File: config.mk
export PLATFORM = sky130hd
export DESIGN_NAME = prog_loader_flat
export DESIGN_NICKNAME = d
export VERILOG_FILES = /design/src/rtl/prog_loader_pkg.sv /design/src/rtl/prog_loader_if.sv /design/src/rtl/prog_loader_instr_encoder.sv /design/src/rtl/prog_loader.sv /design/src/flat_wrapper.sv
export SDC_FILE = /design/constraint.sdc
export NUM_CORES = 1
export LEC_CHECK = 0
export CAP_MARGIN = 20
export CORE_MARGIN = 2
export CORE_UTILIZATION = 40
export CTS_CLUSTER_SIZE = 8
export DETAILED_ROUTE_END_ITERATION = 7
export GPL_TIMING_DRIVEN = 0
export PLACE_DENSITY = 0.68
export SKIP_CTS_REPAIR_TIMING = 1
export SYNTH_ARGS = -nofsm -noshare
export SYNTH_HDL_FRONTEND = slang
export SYNTH_SLANG_ARGS = --single-unit
File: constraint.sdc
create_clock -name clk -period 5.5 [get_ports clk]
set_clock_uncertainty 0.15 [all_clocks]
set_input_delay 1.375 -clock clk [delete_from_list [all_inputs] [get_ports clk]]
set_output_delay 1.375 -clock clk [all_outputs]
set_load 0.01 [all_outputs]
File: src/rtl/prog_loader_pkg.sv
// -----------------------------------------------------------------------------
// prog_loader_pkg
// Shared constants for the 4-bit CPU program loader:
//   - OP_* opcode encodings used by the CPU fetch/decode path
//   - NOP_WORD padding word
//   - LD_* loader FSM state codes
//   - instr_t beat layout and opcode classification helpers
// -----------------------------------------------------------------------------
package prog_loader_pkg;

    // CPU opcodes (upper nibble of an instruction word)
    localparam logic [3:0] OP_NOP      = 4'h0;
    localparam logic [3:0] OP_ADD_A_IM = 4'h1;
    localparam logic [3:0] OP_ADD_B_IM = 4'h2;
    localparam logic [3:0] OP_MOV_A_IM = 4'h3;
    localparam logic [3:0] OP_MOV_B_IM = 4'h4;
    localparam logic [3:0] OP_MOV_A_B  = 4'h5;
    localparam logic [3:0] OP_MOV_B_A  = 4'h6;
    localparam logic [3:0] OP_IN_A     = 4'h7;
    localparam logic [3:0] OP_IN_B     = 4'h8;

    // Word used for padding and for replacing unsupported opcodes
    localparam logic [7:0] NOP_WORD = {OP_NOP, 4'h0};

    // Highest program-memory address (16-entry memory, 4-bit PC)
    localparam logic [3:0] LAST_ADDR = 4'hF;

    // Loader FSM state codes
    localparam logic [1:0] LD_IDLE = 2'd0;
    localparam logic [1:0] LD_LOAD = 2'd1;
    localparam logic [1:0] LD_FILL = 2'd2;
    localparam logic [1:0] LD_RUN  = 2'd3;

    // One instruction beat as it arrives on the stream
    typedef struct packed {
        logic [3:0] op;
        logic [3:0] imm;
    } instr_t;

    // True for every opcode the CPU decodes
    function automatic logic op_supported(input logic [3:0] op);
        logic ok;
        case (op)
            OP_NOP, OP_ADD_A_IM, OP_ADD_B_IM, OP_MOV_A_IM, OP_MOV_B_IM,
            OP_MOV_A_B, OP_MOV_B_A, OP_IN_A, OP_IN_B: ok = 1'b1;
            default:                                  ok = 1'b0;
        endcase
        return ok;
    endfunction

    // True for opcodes whose immediate field carries an operand
    function automatic logic op_uses_imm(input logic [3:0] op);
        logic uses;
        case (op)
            OP_ADD_A_IM, OP_ADD_B_IM, OP_MOV_A_IM, OP_MOV_B_IM: uses = 1'b1;
            default:                                            uses = 1'b0;
        endcase
        return uses;
    endfunction

endpackage

File: src/rtl/prog_loader_if.sv
// -----------------------------------------------------------------------------
// prog_loader_if
// Bundles the loader's control, instruction stream, memory write port and
// status signals.
//   master : the program source / system controller (drives start and beats)
//   slave  : prog_loader (drives in_ready, memory writes and status)
// Signals:
//   start                 load request pulse
//   in_valid/in_ready     beat handshake; in_op, in_imm, in_last beat payload
//   mem_we/addr/wdata     program-memory write port
//   cpu_hold, busy, done  CPU reset hold and loader status
//   err_bad_op, count     sticky bad-opcode flag and accepted-beat count
// -----------------------------------------------------------------------------
interface prog_loader_if;
    logic       start;
    logic       in_valid;
    logic       in_ready;
    logic [3:0] in_op;
    logic [3:0] in_imm;
    logic       in_last;
    logic       mem_we;
    logic [3:0] mem_addr;
    logic [7:0] mem_wdata;
    logic       cpu_hold;
    logic       busy;
    logic       done;
    logic       err_bad_op;
    logic [4:0] count;

    modport master (
        output start, in_valid, in_op, in_imm, in_last,
        input  in_ready, mem_we, mem_addr, mem_wdata,
        input  cpu_hold, busy, done, err_bad_op, count
    );

    modport slave (
        input  start, in_valid, in_op, in_imm, in_last,
        output in_ready, mem_we, mem_addr, mem_wdata,
        output cpu_hold, busy, done, err_bad_op, count
    );
endinterface

File: src/rtl/prog_loader_instr_encoder.sv
// -----------------------------------------------------------------------------
// instr_encoder
// Combinational packing of one instruction beat into an 8-bit word.
//   instr  in  : {op, imm} beat
//   word   out : {op, imm} for immediate-carrying opcodes, {op, 0} for the
//                register/input/NOP opcodes, NOP_WORD for unsupported ones
//   bad_op out : the opcode was unsupported and has been replaced
// -----------------------------------------------------------------------------
module instr_encoder
    import prog_loader_pkg::*;
(
    input  instr_t     instr,
    output logic [7:0] word,
    output logic       bad_op
);

    // Validate the opcode and mask the immediate where it carries no meaning
    always_comb begin
        word   = NOP_WORD;
        bad_op = 1'b0;
        if (!op_supported(instr.op)) begin
            word   = NOP_WORD;
            bad_op = 1'b1;
        end else if (op_uses_imm(instr.op)) begin
            word   = {instr.op, instr.imm};
            bad_op = 1'b0;
        end else begin
            word   = {instr.op, 4'h0};
            bad_op = 1'b0;
        end
    end

endmodule

File: src/rtl/prog_loader.sv
// -----------------------------------------------------------------------------
// prog_loader
// Loads a program image for the 4-bit CPU into its 16-entry program memory.
// Instruction beats are accepted over a valid/ready handshake, packed into
// 8-bit words and written in address order; any addresses the program does
// not reach are padded with NOP_WORD. The CPU is held in reset until the whole
// image is written.
// Ports:
//   clk  in : system clock, rising edge
//   rst  in : asynchronous active-high reset
//   bus     : prog_loader_if.slave (start, beat stream, memory write port,
//             cpu_hold/busy/done/err_bad_op/count status)
// -----------------------------------------------------------------------------
module prog_loader
    import prog_loader_pkg::*;
(
    input  logic          clk,
    input  logic          rst,
    prog_loader_if.slave  bus
);

    logic [1:0] state_r;
    logic [1:0] state_nxt_s;
    logic [3:0] wr_addr_r;      // next address to be written
    logic [4:0] count_r;
    logic       err_r;
    logic       mem_we_r;
    logic [3:0] mem_addr_r;
    logic [7:0] mem_wdata_r;
    logic       in_ready_r;
    logic       busy_r;
    logic       done_r;
    logic       cpu_hold_r;
    logic       accept_s;
    logic       run_stay_s;
    instr_t     beat_s;
    logic [7:0] enc_word_s;
    logic       enc_bad_s;

    assign beat_s.op  = bus.in_op;
    assign beat_s.imm = bus.in_imm;

    instr_encoder u_encoder (
        .instr  (beat_s),
        .word   (enc_word_s),
        .bad_op (enc_bad_s)
    );

    // in_ready_r mirrors "state is LOAD", so this has no path back from in_valid
    assign accept_s = bus.in_valid && in_ready_r;

    // Staying in RUN for another cycle; done/cpu_hold follow this one cycle
    // later so they only move after the final write strobe has been seen
    assign run_stay_s = (state_r == LD_RUN) && (state_nxt_s == LD_RUN);

    // Next-state decode
    always_comb begin
        state_nxt_s = state_r;
        case (state_r)
            LD_IDLE: begin
                if (bus.start) begin
                    state_nxt_s = LD_LOAD;
                end else begin
                    state_nxt_s = LD_IDLE;
                end
            end
            LD_LOAD: begin
                if (accept_s) begin
                    if (wr_addr_r == LAST_ADDR) begin
                        state_nxt_s = LD_RUN;
                    end else if (bus.in_last) begin
                        state_nxt_s = LD_FILL;
                    end else begin
                        state_nxt_s = LD_LOAD;
                    end
                end else begin
                    state_nxt_s = LD_LOAD;
                end
            end
            LD_FILL: begin
                if (wr_addr_r == LAST_ADDR) begin
                    state_nxt_s = LD_RUN;
                end else begin
                    state_nxt_s = LD_FILL;
                end
            end
            LD_RUN: begin
                if (bus.start) begin
                    state_nxt_s = LD_LOAD;
                end else begin
                    state_nxt_s = LD_RUN;
                end
            end
            default: begin
                state_nxt_s = LD_IDLE;
            end
        endcase
    end

    // State register
    always_ff @(posedge clk or posedge rst) begin
        if (rst) begin
            state_r <= LD_IDLE;
        end else begin
            state_r <= state_nxt_s;
        end
    end

    // Registered status outputs, decoded from the next state
    always_ff @(posedge clk or posedge rst) begin
        if (rst) begin
            in_ready_r <= 1'b0;
            busy_r     <= 1'b0;
            done_r     <= 1'b0;
            cpu_hold_r <= 1'b1;
        end else begin
            in_ready_r <= (state_nxt_s == LD_LOAD);
            busy_r     <= (state_nxt_s == LD_LOAD) || (state_nxt_s == LD_FILL);
            done_r     <= run_stay_s;
            cpu_hold_r <= !run_stay_s;
        end
    end

    // Write address, beat count and sticky bad-opcode flag
    always_ff @(posedge clk or posedge rst) begin
        if (rst) begin
            wr_addr_r <= 4'h0;
            count_r   <= 5'd0;
            err_r     <= 1'b0;
        end else begin
            case (state_r)
                LD_IDLE, LD_RUN: begin
                    if (bus.start) begin
                        wr_addr_r <= 4'h0;
                        count_r   <= 5'd0;
                        err_r     <= 1'b0;
                    end
                end
                LD_LOAD: begin
                    if (accept_s) begin
                        count_r <= count_r + 5'd1;
                        if (enc_bad_s) begin
                            err_r <= 1'b1;
                        end
                        // Saturate at the last address: never wrap onto word 0
                        if (wr_addr_r != LAST_ADDR) begin
                            wr_addr_r <= wr_addr_r + 4'd1;
                        end
                    end
                end
                LD_FILL: begin
                    if (wr_addr_r != LAST_ADDR) begin
                        wr_addr_r <= wr_addr_r + 4'd1;
                    end
                end
                default: begin
                    wr_addr_r <= wr_addr_r;
                end
            endcase
        end
    end

    // Program-memory write port; the strobe is a single-cycle pulse per word
    always_ff @(posedge clk or posedge rst) begin
        if (rst) begin
            mem_we_r    <= 1'b0;
            mem_addr_r  <= 4'h0;
            mem_wdata_r <= 8'h00;
        end else begin
            mem_we_r <= 1'b0;
            case (state_r)
                LD_LOAD: begin
                    if (accept_s) begin
                        mem_we_r    <= 1'b1;
                        mem_addr_r  <= wr_addr_r;
                        mem_wdata_r <= enc_word_s;
                    end
                end
                LD_FILL: begin
                    mem_we_r    <= 1'b1;
                    mem_addr_r  <= wr_addr_r;
                    mem_wdata_r <= NOP_WORD;
                end
                default: begin
                    mem_we_r <= 1'b0;
                end
            endcase
        end
    end

    assign bus.in_ready   = in_ready_r;
    assign bus.mem_we     = mem_we_r;
    assign bus.mem_addr   = mem_addr_r;
    assign bus.mem_wdata  = mem_wdata_r;
    assign bus.cpu_hold   = cpu_hold_r;
    assign bus.busy       = busy_r;
    assign bus.done       = done_r;
    assign bus.err_bad_op = err_r;
    assign bus.count      = count_r;

endmodule

File: src/flat_wrapper.sv
// flat-port wrapper written by rule: the top's interface ports become plain ports
module prog_loader_flat import prog_loader_pkg::*;
  (clk, rst, bus_start, bus_in_valid, bus_in_op, bus_in_imm, bus_in_last, bus_in_ready, bus_mem_we, bus_mem_addr, bus_mem_wdata, bus_cpu_hold, bus_busy, bus_done, bus_err_bad_op, bus_count);
  prog_loader_if bus_i ();
  input  logic clk;
  input  logic rst;
  input wire logic [$bits(bus_i.start)-1:0] bus_start;
  input wire logic [$bits(bus_i.in_valid)-1:0] bus_in_valid;
  input wire logic [$bits(bus_i.in_op)-1:0] bus_in_op;
  input wire logic [$bits(bus_i.in_imm)-1:0] bus_in_imm;
  input wire logic [$bits(bus_i.in_last)-1:0] bus_in_last;
  output wire logic [$bits(bus_i.in_ready)-1:0] bus_in_ready;
  output wire logic [$bits(bus_i.mem_we)-1:0] bus_mem_we;
  output wire logic [$bits(bus_i.mem_addr)-1:0] bus_mem_addr;
  output wire logic [$bits(bus_i.mem_wdata)-1:0] bus_mem_wdata;
  output wire logic [$bits(bus_i.cpu_hold)-1:0] bus_cpu_hold;
  output wire logic [$bits(bus_i.busy)-1:0] bus_busy;
  output wire logic [$bits(bus_i.done)-1:0] bus_done;
  output wire logic [$bits(bus_i.err_bad_op)-1:0] bus_err_bad_op;
  output wire logic [$bits(bus_i.count)-1:0] bus_count;
  assign bus_i.start = bus_start;
  assign bus_i.in_valid = bus_in_valid;
  assign bus_i.in_op = bus_in_op;
  assign bus_i.in_imm = bus_in_imm;
  assign bus_i.in_last = bus_in_last;
  assign bus_in_ready = bus_i.in_ready;
  assign bus_mem_we = bus_i.mem_we;
  assign bus_mem_addr = bus_i.mem_addr;
  assign bus_mem_wdata = bus_i.mem_wdata;
  assign bus_cpu_hold = bus_i.cpu_hold;
  assign bus_busy = bus_i.busy;
  assign bus_done = bus_i.done;
  assign bus_err_bad_op = bus_i.err_bad_op;
  assign bus_count = bus_i.count;
  prog_loader u_core (.clk(clk), .rst(rst), .bus(bus_i));
endmodule
==> flow_summary.ini <==
[synthesis]
netlist.top_cell.by_area = dfrtp_1
synth-compound-area-share_pct = 18.2
netlist_instances = 120
synthTopCellsByArea = dfrtp_1, ha_1, mux2_2
async_flop_share_pct = 100
ys_ff_latch = 29
synth-xor-area-share_pct = 0
synth_cell_types = 41
synth_edf_count = 0
synthMuxAreaShare_pct = 5.64
ys_warn_count = 0
synth_ff_type = dfrtp_1
yosys.area_share.simple_pct = 12.4
synth_top_family_by_area = compound AO/OA/AOI/OAI gates
syn_nets = 141
yosysSeqAreaShare_pct = 52.0
synth_top_area_share_pct = 50.1
syn_area_um2 = 1400
synth-adder-area-share_pct = 7.16
syn_avg_cell_area_um2 = 11.7

[layout]
mostFrequentLayoutCells = clkdlybuf4s50_1, dfrtp_1, inv_1
nFillCells = 308
area_growth_pct = 34.6
diodes = 0
utilization_pct = 56.4
nets = 184
layout_commonest_cell = clkdlybuf4s50_1
drive_above_1_share_pct = 12.2

[cts]
numCtsBuffers = 5
cts.sinks = 29
clk_pin_slew_worst_paths_ns = 0.09
cts_tree = done
htree_levels = 2
clock_latency_ns = 0.31
clockBufferDepth = 2
root_buffer = clkbuf_4

[timing]
period_needed_ns = 2.89
fin_setup_tns_ns = 0
rsz0062_at_grt = no
tightest_slew_ns = 0.603
post-route-period-util_pct = 52.6
hold_viol = 0
drv_slew = 0
max_clock_freq_mhz = 346
finalSetupViolations = 0
relSlewSlack_pct = 59.8

[placed_design]
hpwl_mm = 2.22
place.gp.congestion = 0.811
place.port_buffers = 35

[drt]
avgViaCountPerCell = 5.25
wl_per_cell_um = 14.3
drc = 0
drtIter0Drc = 44
num_vias = 1102
wirelength_mm = 3.01
dr.pass1.iters = 4
ant_nets = 0

[setup_path]
rr_startpoint = u_core.state_r[1]
worstPathRequired_ns = 3.97
crit_buf_inv = 1
reg2regPathDepth = 7
crit_end = bus_cpu_hold
crit_arrival_ns = 1.37
cp_max_fo = 1
cp-end-kind = output port
crit_start = u_core.bus.cpu_hold
worst_path_max_delay_cell = clkdlybuf4s50_1
path_cells = clkdlybuf4s50_1
r2r_end = u_core.bus.busy
worst-path-stages = 1
critPathTopFamily = buffers and inverters
rrSetupSlack_ns = 3.48
slowest_delay_ns = 0.53
crit_type = reg -> out
start_kind = register

[global_route]
grtUsageTotal_pct = 16.8
grt_first_pass_wirelength_mm = 5.11
antenna_found_initial = 0
grt_pass1_vias = 1114
grt_overflow = 0
grt_max_degree = 30

[power_and_ir_drop]
peakVddDrop_mv = 0.303
p_leak_nw = 0.844
power.density_nw_per_um2 = 522

[die]
fp.dieH_um = 63.1
fp.dieW_um = 63.1
initial_utilization_pct = 41.9
io_pins = 36
design.core.area_um2 = 3340
dieArea_um2 = 3990
core.rowCount = 21

[hold_path]
hp-class = reg -> reg

[outcome]
outcome = finished, final reports clean

[flow_run]
cap_violations = 0
[report_power, final]
group	internal [W]	leakage, nW	switching [W]	total (W)
logic	0.000267	0.441	0.000229	0.000496
registers	0.000302	0.377	0.0000642	0.000366
clock network	0.0000509	0.0265	0.0000703	0.000121
total	0.000619	0.844	0.000364	0.000983
[layout make-up]
type                            count  area [um^2]  area share [%]
Tap cell                           46         57.6            3.06
Inverter                            9         33.8            1.79
Timing Repair Buffer               36          378            20.1
Buffer                              3         30.0            1.59
Sequential cell                    29          727            38.6
Multi-Input combinational cell     79          608            32.3
Clock buffer                        8         48.8            2.59
[routing by layer]
layer  share of wire [%]  GRT usage, %
met3                 5.3          6.61
met4                0.60          5.28
met1                  44          20.6
met2                  50          27.1
met5                   0             0
[flip-flops by register name, indices dropped and copies added (netlist names), 2 cells and up]
name	flops
u_core.bus.mem_wdata	8
u_core.bus.count	5
u_core.bus.mem_addr	4
u_core.wr_addr_r	4
u_core.state_r	2
[Yosys cell counts, types with 3 or more instances]
cell,count
dfrtp_1,28
inv_1,9
ha_1,8
o21ai_0,7
nand2_1,5
nand3_1,5
a22o_1,4
mux2_2,4
a21o_1,3
nor2_1,3
nor4b_1,3
o31ai_1,3
[worst min path at each step]
stage,start,endpoint,slack (ns),cells past startpoint
after global placement,u_core.bus.mem_wdata[6],u_core.bus.mem_wdata[6],0.31,1
after global routing,u_core.bus.mem_wdata[6],u_core.bus.mem_wdata[6],0.36,1
after CTS,u_core.bus.mem_wdata[6],u_core.bus.mem_wdata[6],0.34,1
after floorplan,u_core.wr_addr_r[0],u_core.wr_addr_r[0],0.34,1
after detailed placement,u_core.bus.mem_wdata[6],u_core.bus.mem_wdata[6],0.32,1
final,u_core.bus.mem_wdata[6],u_core.bus.mem_wdata[6],0.33,1
[through the flow]
step	worst slack [ns]	total power [W]	instances	hold WS [ns]	area, um^2
3_5_place_dp	2.30	0.000865	201	0.316	1810
6_report	2.61	0.000983	210	0.332	1880
3_3_place_gp	2.29	0.000850	201	0.311	1810
2_1_floorplan	2.93	0.000651	120	0.344	1400
4_1_cts	2.59	0.000990	209	0.336	1860
5_1_grt	2.55	0.00106	210	0.362	1880
[logic make-up (layout without fill, tap and decap cells)]
kind of cell | after synthesis | count (layout)
buf+inv | 12 | 56
compound gates | 35 | 35
fa+ha+maj | 8 | 8
flops | 29 | 29
mux | 7 | 7
simple gates | 29 | 29
No activity file was read; power rests on OpenSTA's default activity.
